--- config.mk ---
export PLATFORM = sky130hd
export DESIGN_NAME = if_stage
export DESIGN_NICKNAME = d
export VERILOG_FILES = /design/src/rtl/if_stage.sv
export SDC_FILE = /design/constraint.sdc
export NUM_CORES = 1
export LEC_CHECK = 0
export ABC_AREA = 1
export CAP_MARGIN = 25
export CORE_UTILIZATION = 60
export CTS_BUF_LIST = sky130_fd_sc_hd__clkbuf_2
export CTS_CLUSTER_SIZE = 12
export DETAILED_ROUTE_END_ITERATION = 10
export DONT_BUFFER_PORTS = 1
export GPL_ROUTABILITY_DRIVEN = 1
export PLACE_DENSITY = 0.8
export SYNTH_ARGS = -nofsm -noshare
export SYNTH_HDL_FRONTEND = slang
export SYNTH_SLANG_ARGS = --single-unit
--- constraint.sdc ---
create_clock -name clk -period 3.7 [get_ports clk]
set_clock_uncertainty 0.15 [all_clocks]
set_input_delay 0.74 -clock clk [delete_from_list [all_inputs] [get_ports clk]]
set_output_delay 0.74 -clock clk [all_outputs]
set_load 0.01 [all_outputs]
--- src/rtl/if_stage.sv ---
// Instruction fetch stage: issues one fetch at a time and holds the returned
// word until the decode stage takes it. Branches from EXE redirect the pointer.
module if_stage (
  input  logic        clk,
  input  logic        rst,
  input  logic        freeze,
  input  logic        Br_taken,
  input  logic [31:0] Br_Addr,
  output logic        imem_req,
  output logic [31:0] imem_addr,
  input  logic        imem_rvalid,
  input  logic [31:0] imem_rdata,
  output logic [31:0] PC,
  output logic [31:0] Instruction,
  output logic        valid
);
  typedef enum logic [1:0] {S_FETCH, S_WAIT, S_HOLD} state_t;

  state_t      r_state;
  logic [31:0] r_pc;
  logic        r_squash;
  logic [31:0] r_pc_out;
  logic [31:0] r_instr;
  logic        r_valid;

  logic [31:0] w_br_tgt;
  logic [31:0] w_pc_inc;

  assign w_br_tgt    = Br_Addr & ~32'h3;
  assign w_pc_inc    = r_pc + 32'd4;
  // Request is gated by rst so nothing is issued while reset is held.
  assign imem_req    = (r_state == S_FETCH) && !rst;
  assign imem_addr   = r_pc;
  assign PC          = r_pc_out;
  assign Instruction = r_instr;
  assign valid       = r_valid;

  always_ff @(posedge clk or posedge rst) begin
    if (rst) begin
      r_state  <= S_FETCH;
      r_pc     <= '0;
      r_squash <= 1'b0;
      r_pc_out <= '0;
      r_instr  <= '0;
      r_valid  <= 1'b0;
    end else begin
      case (r_state)
        S_FETCH: begin
          r_state  <= S_WAIT;
          r_squash <= Br_taken;
          r_valid  <= 1'b0;
          if (Br_taken) r_pc <= w_br_tgt;
        end
        S_WAIT: begin
          if (Br_taken) begin
            r_pc    <= w_br_tgt;
            r_valid <= 1'b0;
            if (imem_rvalid) begin
              r_squash <= 1'b0;
              r_state  <= S_FETCH;
            end else begin
              r_squash <= 1'b1;
            end
          end else if (imem_rvalid) begin
            r_squash <= 1'b0;
            if (r_squash) begin
              r_state <= S_FETCH;
            end else begin
              r_instr  <= imem_rdata;
              r_pc_out <= w_pc_inc;
              r_pc     <= w_pc_inc;
              r_valid  <= 1'b1;
              r_state  <= S_HOLD;
            end
          end
        end
        S_HOLD: begin
          // A branch discards the held word even under freeze.
          if (Br_taken) begin
            r_pc    <= w_br_tgt;
            r_valid <= 1'b0;
            r_state <= S_FETCH;
          end else if (!freeze) begin
            r_valid <= 1'b0;
            r_state <= S_FETCH;
          end
        end
        default: r_state <= S_FETCH;
      endcase
    end
  end
endmodule

==> impl_metrics.yaml <==
cts:
  cts.sinks: 96
  worstSkewPairLatency_ns: 0.59
  cts_buffers: 9
  cts_buffer_depth: 2
  cts_resized: 0
  cts.clk_slew.worst_paths_ns: 0.29
  root_buffer: "clkbuf_2"
  cts-htree-levels: 3
  cts_tree: "yes"
yosys:
  syn_area_per_cell_um2: 7.41
  syn_inst: 668
  ys_seq_area_share_pct: 48.5
  synth_cell_types: 34
  synthesis.area_um2: 4950
  synth_seq_cells: 96
  ys_async_sr_fraction_pct: 100
  synth_edf_count: 0
  synth_ff_type: "dfrtp_1"
  synth_warnings: 0
layout:
  drive_gt1_share_pct: 7.36
  layout.cells.most_common: "nand2_1"
  diodes: 0
  nets: 731
  layout_common_cells: "291 x nand2_1, 100 x nor2_1, 96 x dfrtp_1, 39 x nand3_1, 35 x inv_1"
  syn_to_final_growth_pct: 2.15
  final_cells: 768
  finalInstanceArea_um2: 5060
  fill_cells: 717
floorplanning:
  die_h_um: 92.8
  die-area_um2: 8620
  num_io_pins: 167
  row_count: 32
  die_w_um: 92.8
  core_area_um2: 7850
  start_util_pct: 63.1
drt:
  drtPass1Iterations: 5
  drtAntennaViolNets: 0
  drtIter0Drc: 229
  drc: 0
  wl_per_cell_um: 15.8
  totalWireLength_mm: 12.1
  viasPerCell: 5.44
  num_vias: 4180
sta:
  setup_viol: 0
  worstMarginPinSlew_ns: 0.761
  slew_headroom_pct: 49.3
  period_share_pct: 64.7
  min_period_ns: 2.39
  fin_setup_tns_ns: 0
  slew_viol_final: 0
  rsz0062_at_grt: "no"
  hold_viol: 0
  clock.fmax_ghz: 0.418
power_and_ir_drop:
  intPower_uw: 1860
  clock_power_share_pct: 14.3
  ir_worst_vdd_mv: 0.327
  switching_share_pct: 45.5
  power.switching_uw: 1550
  power_density_nw_per_um2: 674
  pwr-share-seq_pct: 59.5
  leakage_uw: 0.00257
  combPwrFrac_pct: 26.2
placed_design:
  io_buffers: 0
  hpwl_mm: 8.58
  place_inst: 751
  gp_congestion: 0.853
  placed_cell_area_um2: 4940
global_routing:
  grt_max_degree: 56
  grt_pass1_vias: 3864
  antenna_found_initial: 0
  grt_use_total_pct: 28.9
  grt_pass1_wl_mm: 19.2
  grt_overflow: 0
worst_setup_path:
  cp.arrival_ns: 1.50
  worstPathMaxFanout: 7
  cpPeakStageDelay_ns: 0.54
  worstSetupStartpointType: "register"
  crit_buf_inv: 0
  crit_path_cell_trace: "nor3_1"
  endpoint_kind: "output port"
  cp.required_ns: 2.81
  worstSetupPathType: "register to output port"
  cpMaxStageDelayCell: "dfrtp_1"
  cp_top_family: "flip-flops"
worst_hold_path:
  hold_path_class: "input port to register"
status:
  outcome: "complete, no violations"
run:
  max-cap-violations: 0
==> per-layer routing <==
layer	up-vias	global-route usage [%]	share of wire (%)	wire length, um
li1	2056	-	-	-
met1	1929	37.2	43	5160
met2	178	47.3	47	5650
met3	17	7.55	9.1	1100
met4	0	10.1	1.6	192
met5	-	0	0	0
==> flip-flops by register name, summed over array words and instances (netlist names) <==
register	count
r_squash	1
Instruction	32
r_state	2
imem_addr	30
valid	1
PC	30
==> worst paths after layout <==
kind / start / endpoint / slack [ns] / depth (start not counted)
max: r_state[1] / imem_req / 1.31 / 1
min: imem_rvalid / r_state[0] / 0.06 / 1
max reg2reg: r_state[0] / imem_addr[10] / 1.47 / 7
min reg2reg: Instruction[22] / Instruction[22] / 0.44 / 2
max in group asynchronous: rst / PC[17] / 2.14 / 3
min in group asynchronous: rst / valid / 0.45 / 2
==> through the flow <==
stage / power [uW] / worst slack (ns) / utilization, % / hold WS [ns]
after CTS: 3430 / 1.27 / 64.4 / 0.0303
after detailed placement: 2940 / 1.31 / 63.0 / 0.383
after global placement: 2880 / 1.34 / 63.0 / 0.379
after global routing: 3660 / 1.21 / 64.4 / 0.0106
final: 3410 / 1.31 / 64.4 / 0.0596
after floorplan: 2670 / 0.305 / - / 0.359
==> power groups by stage <==
stage / clock (uW) / combinational (uW) / sequential, uW
2_1_floorplan: 0 / 761 / 1910
5_1_grt: 542 / 1030 / 2080
4_1_cts: 502 / 894 / 2030
6_report: 487 / 894 / 2030
3_3_place_gp: 0 / 845 / 2040
3_5_place_dp: 0 / 886 / 2050
==> what timing repair did <==
action,CTS,global route
hold endpoints to repair,36,0
setup buffers,0,0
hold buffers,1,0
==> synth_stat cells, types with 4 or more instances <==
cell	n	area share, %
nand2_1	291	22
nor2_1	100	7.6
dfrtp_1	96	49
nand3_1	40	4.0
inv_1	36	2.7
o21ai_0	17	1.7
a31oi_1	12	1.5
o21ai_2	10	1.8
buf_2	9	0.91
buf_4	8	1.2
buf_6	4	0.91
nand2_2	4	0.51
nor2_2	4	0.51
xnor2_1	4	0.71
==> final cells by class <==
type                       count  area, um^2  share of cell area (%)
sequential                    96        2400                    47.5
multi-input combinational    509        2220                    44.0
inverter                      40         158                    3.12
tap                          102         128                    2.52
clock inverter                 7        60.1                    1.19
clock buffer                   9        45.0                   0.891
timing repair buffer           5        40.0                   0.792
==> cells by family (layout without fill, tap and decap cells) <==
group | count (synthesis) | after routing | share of synthesized area [%]
other | 1 | 4 | 0.0758
buffers and inverters | 66 | 61 | 6.88
DFF | 96 | 96 | 48.5
AOI/OAI and AO/OA | 50 | 50 | 6.62
and+or+nand+nor | 447 | 447 | 36.4
xor gates and xnor gates | 7 | 7 | 1.24
adders and majority gates | 1 | 1 | 0.253
(Power assumes the default switching activity.)
